===== src/rtl/cluster_tx_serializer.sv =====
// Captures a sorted 8-cluster frame per mux_pulse and streams it
// two clusters per beat under valid/ready, stopping at the first empty slot.
module cluster_tx_serializer #(
  parameter int MXADRBITS   = 11,
  parameter int MXCNTBITS   = 3,
  parameter int MXCLUSTERS  = 8,
  parameter int INVALID_ADR = 2047,
  parameter bit SEND_EMPTY  = 1'b0
) (
  input  logic                            clock4x,
  input  logic                            reset,
  input  logic                            mux_pulse_in,
  input  logic [MXCLUSTERS*MXADRBITS-1:0] adr_in,
  input  logic [MXCLUSTERS*MXCNTBITS-1:0] cnt_in,
  input  logic                            tx_ready,
  output logic                            tx_valid,
  output logic                            tx_sof,
  output logic                            tx_eof,
  output logic [MXADRBITS-1:0]            tx_adr0,
  output logic [MXCNTBITS-1:0]            tx_cnt0,
  output logic [MXADRBITS-1:0]            tx_adr1,
  output logic [MXCNTBITS-1:0]            tx_cnt1,
  output logic                            busy,
  output logic                            frame_dropped,
  output logic [7:0]                      overflow_cnt
);

  localparam int NB = $clog2(MXCLUSTERS + 1);
  localparam int KB = $clog2(MXCLUSTERS / 2);
  localparam logic [MXADRBITS-1:0] INV = MXADRBITS'(INVALID_ADR);

  typedef enum logic {IDLE, SEND} state_t;

  state_t state, state_n;

  logic [MXADRBITS-1:0] slot_adr [MXCLUSTERS];
  logic [MXCNTBITS-1:0] slot_cnt [MXCLUSTERS];
  logic [MXADRBITS-1:0] adr_q [MXCLUSTERS];
  logic [MXCNTBITS-1:0] cnt_q [MXCLUSTERS];

  logic [NB-1:0] nvalid_in, nvalid_q;
  logic [KB:0]   nbeats_in, nbeats_q;
  logic [KB-1:0] k_q;
  logic [KB:0]   idx0, idx1;
  logic          stop;
  logic          send, fire, last, done;
  logic          capture, drop, has_data;

  always_comb begin
    nvalid_in = '0;
    stop      = 1'b0;
    for (int i = 0; i < MXCLUSTERS; i++) begin
      slot_adr[i] = adr_in[i*MXADRBITS +: MXADRBITS];
      slot_cnt[i] = cnt_in[i*MXCNTBITS +: MXCNTBITS];
      if (!stop && slot_adr[i] != INV)
        nvalid_in = nvalid_in + NB'(1);
      else
        stop = 1'b1;
    end
  end

  // An empty frame sent with SEND_EMPTY still occupies one beat
  assign nbeats_in = (nvalid_in == '0) ? (KB+1)'(1)
                   : (KB+1)'((nvalid_in + NB'(1)) >> 1);
  assign has_data  = (nvalid_in != '0) || SEND_EMPTY;

  assign send    = (state == SEND);
  assign fire    = send && tx_ready;
  assign last    = ({1'b0, k_q} == nbeats_q - (KB+1)'(1));
  assign done    = fire && last;
  assign capture = mux_pulse_in && (!send || done);
  assign drop    = mux_pulse_in && send && !done;

  always_ff @(posedge clock4x) begin
    if (reset) state <= IDLE;
    else       state <= state_n;
  end

  always_comb begin
    state_n = state;
    if (capture)   state_n = has_data ? SEND : IDLE;
    else if (done) state_n = IDLE;
  end

  always_ff @(posedge clock4x) begin
    if (reset) begin
      for (int i = 0; i < MXCLUSTERS; i++) begin
        adr_q[i] <= '0;
        cnt_q[i] <= '0;
      end
      nvalid_q      <= '0;
      nbeats_q      <= '0;
      k_q           <= '0;
      frame_dropped <= 1'b0;
      overflow_cnt  <= '0;
    end else begin
      frame_dropped <= drop;
      if (drop && overflow_cnt != 8'hff)
        overflow_cnt <= overflow_cnt + 8'd1;
      if (capture) begin
        for (int i = 0; i < MXCLUSTERS; i++) begin
          adr_q[i] <= slot_adr[i];
          cnt_q[i] <= slot_cnt[i];
        end
        nvalid_q <= nvalid_in;
        nbeats_q <= nbeats_in;
        k_q      <= '0;
      end else if (fire && !last) begin
        k_q <= k_q + KB'(1);
      end
    end
  end

  assign idx0 = {k_q, 1'b0};
  assign idx1 = {k_q, 1'b1};

  always_comb begin
    tx_valid = send;
    tx_sof   = send && (k_q == '0);
    tx_eof   = send && last;
    busy     = send;
    tx_adr0  = '0;
    tx_cnt0  = '0;
    tx_adr1  = '0;
    tx_cnt1  = '0;
    if (send) begin
      tx_adr0 = INV;
      tx_adr1 = INV;
      if (NB'(idx0) < nvalid_q) begin
        tx_adr0 = adr_q[idx0];
        tx_cnt0 = cnt_q[idx0];
      end
      if (NB'(idx1) < nvalid_q) begin
        tx_adr1 = adr_q[idx1];
        tx_cnt1 = cnt_q[idx1];
      end
    end
  end

endmodule


===== config.mk =====
export PLATFORM = sky130hd
export DESIGN_NAME = cluster_tx_serializer
export DESIGN_NICKNAME = d
export VERILOG_FILES = /design/src/rtl/cluster_tx_serializer.sv
export SDC_FILE = /design/constraint.sdc
export NUM_CORES = 1
export LEC_CHECK = 0
export ABC_CLOCK_PERIOD_IN_PS = 4180
export BUFFER_PORTS_ARGS = -buffer_cell sky130_fd_sc_hd__buf_2
export CAP_MARGIN = 20
export CORE_ASPECT_RATIO = 1.2
export CORE_MARGIN = 10
export CORE_UTILIZATION = 49
export DETAILED_ROUTE_END_ITERATION = 7
export PLACE_DENSITY = 0.81
export SYNTH_ARGS = -nofsm -noshare
export SYNTH_HDL_FRONTEND = slang
export SYNTH_SLANG_ARGS = --single-unit

===== constraint.sdc =====
create_clock -name clock4x -period 4.18 [get_ports clock4x]
set_input_delay 0.836 -clock clock4x [delete_from_list [all_inputs] [get_ports clock4x]]
set_output_delay 0.836 -clock clock4x [all_outputs]
set_load 0.05 [all_outputs]

==> out/results.txt <==
Top FF cell, synth: edfxtp_1
Die height: 147 um
First-pass GRT wire length: 28300 um
Gate Count Post-Synth: 533
Clock slew at reported path FFs: 60 ps
Vias in the first global route: 5396
CP peak stage delay: 430 ps
CTS root buf: clkbuf_16
Antenna viol nets, final: 0
Ys Warns: 0
Deepest level of the CTS H-tree: 4
Max FO, Critical Path: 5
Outcome: finished, final reports clean
Endpoint class of the critical path: flip-flop
Syn Nets: 662
Worst EP arrival: 4370 ps
Peak supply drop: 0.261 mV
Via density: 5.57
Max cap viols: 0
CTS tree: built
Num CTS Buffers: 17
Worst-Margin Slew: 911 ps
Highest routed layer: met4
Synth top area share: 0.507
Unique cell type count in the Yosys netlist: 51
WL final: 18000 um
Setup skew after layout: 10.1 ps
Rows: 46
PortBufs: 156
CP delay by family, top: compound AO/OA/AOI/OAI gates
Critical path required time: 4470 ps
DP Wirelength: 13100 um
GPL Wtd Cong: 0.929
Final min period: 4070 ps
Post-synthesis sequential area ratio: 0.570
Die Width: 126 um
Gr ovfl total: 0
Cell taking the most area after synthesis: edfxtp_1
Met1 wire length: 6600 um
Met3 WL: 1250 um
Startpoint type of the worst setup path: input port
Post-CTS Hold Buffers: 0
Async SR Flop Fraction: 0
Fin. max-slew vios: 0
Via count: 4957
WL/cell: 20.2 um
CTS Sinks: 133
Post-route cell area: 0.00849 sq mm
Total die area: 0.0186 sq mm
Area growth syn-to-layout: 28.1%
Critical Path, Cell by Cell: buf_2 > nand4_1 > or3_4 > a21o_1 > inv_2 > ha_4 > o31a_1 > ha_4 > nor3_2 > a21oi_1 > a21boi_1 > ha_2 > o31ai_4 > xnor2_2 > a21oi_1 > o21ai_2 > xor2_2 > nor3_2 > o31a_1
Fin util: 0.642
Crit Path Class: input port to flip-flop
Syn avg cell area: 12.4 sq um
Hold Fails Final Rpt: 0
Number of flops mapped to enable cells by yosys: 112
Initial antenna violation count: 0
Final nets: 838
Pin count of the biggest net entering global routing: 56
Clk_lat worst skew: 410 ps
Top cells by area, synth: edfxtp_1 (51%), mux4_2 (9.5%), and2_1 (8.0%)
Hold WC Path Type: flip-flop to flip-flop
Final period utilization: 0.974
Starting density of the core: 0.501
Met2 WL: 9450 um
Synthesized area: 0.00663 sq mm
Top-Level Pins: 157
Remaining DRCs: 0
Worst relative slew slack: 0.391
Pwr/cell area: 428 mW/mm^2
Core area: 0.0132 sq mm
N_diodes: 0
DP Area: 0.00775 sq mm
Drt pass-1 iters: 5
Lkg Pwr: 3.53 nW
Final setup viols: 0
Slowest cell on crit path: or3_4
1st-iter DRT viols: 434
GRT Total Usage: 0.192
Flop and latch count out of synthesis: 133
Fmax: 246 MHz
Layout cells sized above 1: 0.377
CTS max path bufs: 2
Bufs and invs on worst path: 2
repair_timing:
action,CTS,global route
pin swaps,9,10
endpoints found under the setup margin,2,6
resized for setup,5,9
setup buffers,2,1
tightest hold or removal path, cell delays in order, from the launching register on:
cell and delay, ps:
dfxtp_1 320, nand2_1 50, a21oi_1 60
worst paths after layout:
| path | endpoint | depth (start not counted) | from | slack, ps |
|---|---|---|---|---|
| worst min-delay path | nvalid_q[0] | 2 | nvalid_q[0] | 480 |
| worst max-delay path | nbeats_q[0] | 19 | adr_in[17] | 110 |
| worst min register to register | nvalid_q[0] | 2 | nvalid_q[0] | 480 |
| worst max register to register | adr_q[2][7] | 9 | nbeats_q[0] | 930 |
cells by family (layout without fill, tap and decap cells):
| logic type | after synthesis | in the layout | share of synthesized area |
|---|---|---|---|
| multiplexers | 34 | 34 | 0.104 |
| adder cells (fa/ha/maj) | 13 | 13 | 0.0245 |
| AND/OR/NAND/NOR | 259 | 259 | 0.217 |
| buffers and inverters | 43 | 232 | 0.0253 |
| flip-flops | 133 | 133 | 0.570 |
| XOR/XNOR | 13 | 13 | 0.0183 |
| AO/OA/AOI/OAI | 38 | 38 | 0.0400 |
sequential cells by signal (all words and copies together) (netlist names), named ones only:
register and flops:
nbeats_q 3, nvalid_q 4, overflow_cnt 8, k_q 2
frame_dropped 1, cnt_q 24, adr_q 88, busy 1
per-stage QoR:
stage / hold WS, ps / setup WS [ps] / cells / power, mW / setup TNS (ps)
6_report: 482 / 107 / 890 / 3.64 / 0
3_3_place_gp: 448 / -225 / 855 / 2.04 / -1000
5_1_grt: 497 / -21.5 / 890 / 3.76 / -23.9
4_1_cts: 483 / 1.64 / 889 / 3.65 / 0
2_1_floorplan: 432 / 7.24 / 533 / 1.89 / 0
3_5_place_dp: 448 / -386 / 855 / 2.06 / -1990
cell type report:
class / count / area [sq um]
fill: 994 / 4740
multi-input combinational: 357 / 2800
clock buffer: 18 / 429
tap: 168 / 210
inverter: 17 / 66.3
sequential: 133 / 3780
clock inverter: 14 / 208
timing repair buffer: 183 / 996
power breakdown:
part           switching [mW]  internal [mW]
Sequential             0.0361           1.54
Combinational           0.290          0.166
Clock                   0.551           1.05
synth_stat cells (all sizes together), types with 8 or more instances:
cell / number
nand2: 9
and2: 86
nor2: 67
nand4: 20
nor3: 11
mux4: 28
edfxtp: 112
xor2: 8
a21oi: 12
clkbuf: 23
nor2b: 35
inv: 17
dfxtp: 21
nand3: 14
ha: 13
per-layer routing:
metal	track usage	up-vias
li1	-	2282
met3	0.0544	56
met5	0	-
met2	0.341	212
met1	0.204	2407
met4	0.0906	0
cell usage in the layout, fill, tap and decap left out, types with 12 or more instances in the layout:
cell / Yosys / routed
buf_2: 2 / 156
nand4_1: 18 / 18
nor2_1: 67 / 66
a21oi_1: 12 / 12
edfxtp_1: 112 / 112
clkbuf_16: 0 / 17
dfxtp_1: 21 / 20
buf_4: 1 / 26
inv_1: 17 / 15
nor2b_1: 35 / 35
and2_1: 85 / 85
mux4_2: 28 / 28
nand3_1: 14 / 14
No activity file was read; power rests on OpenSTA's default activity.
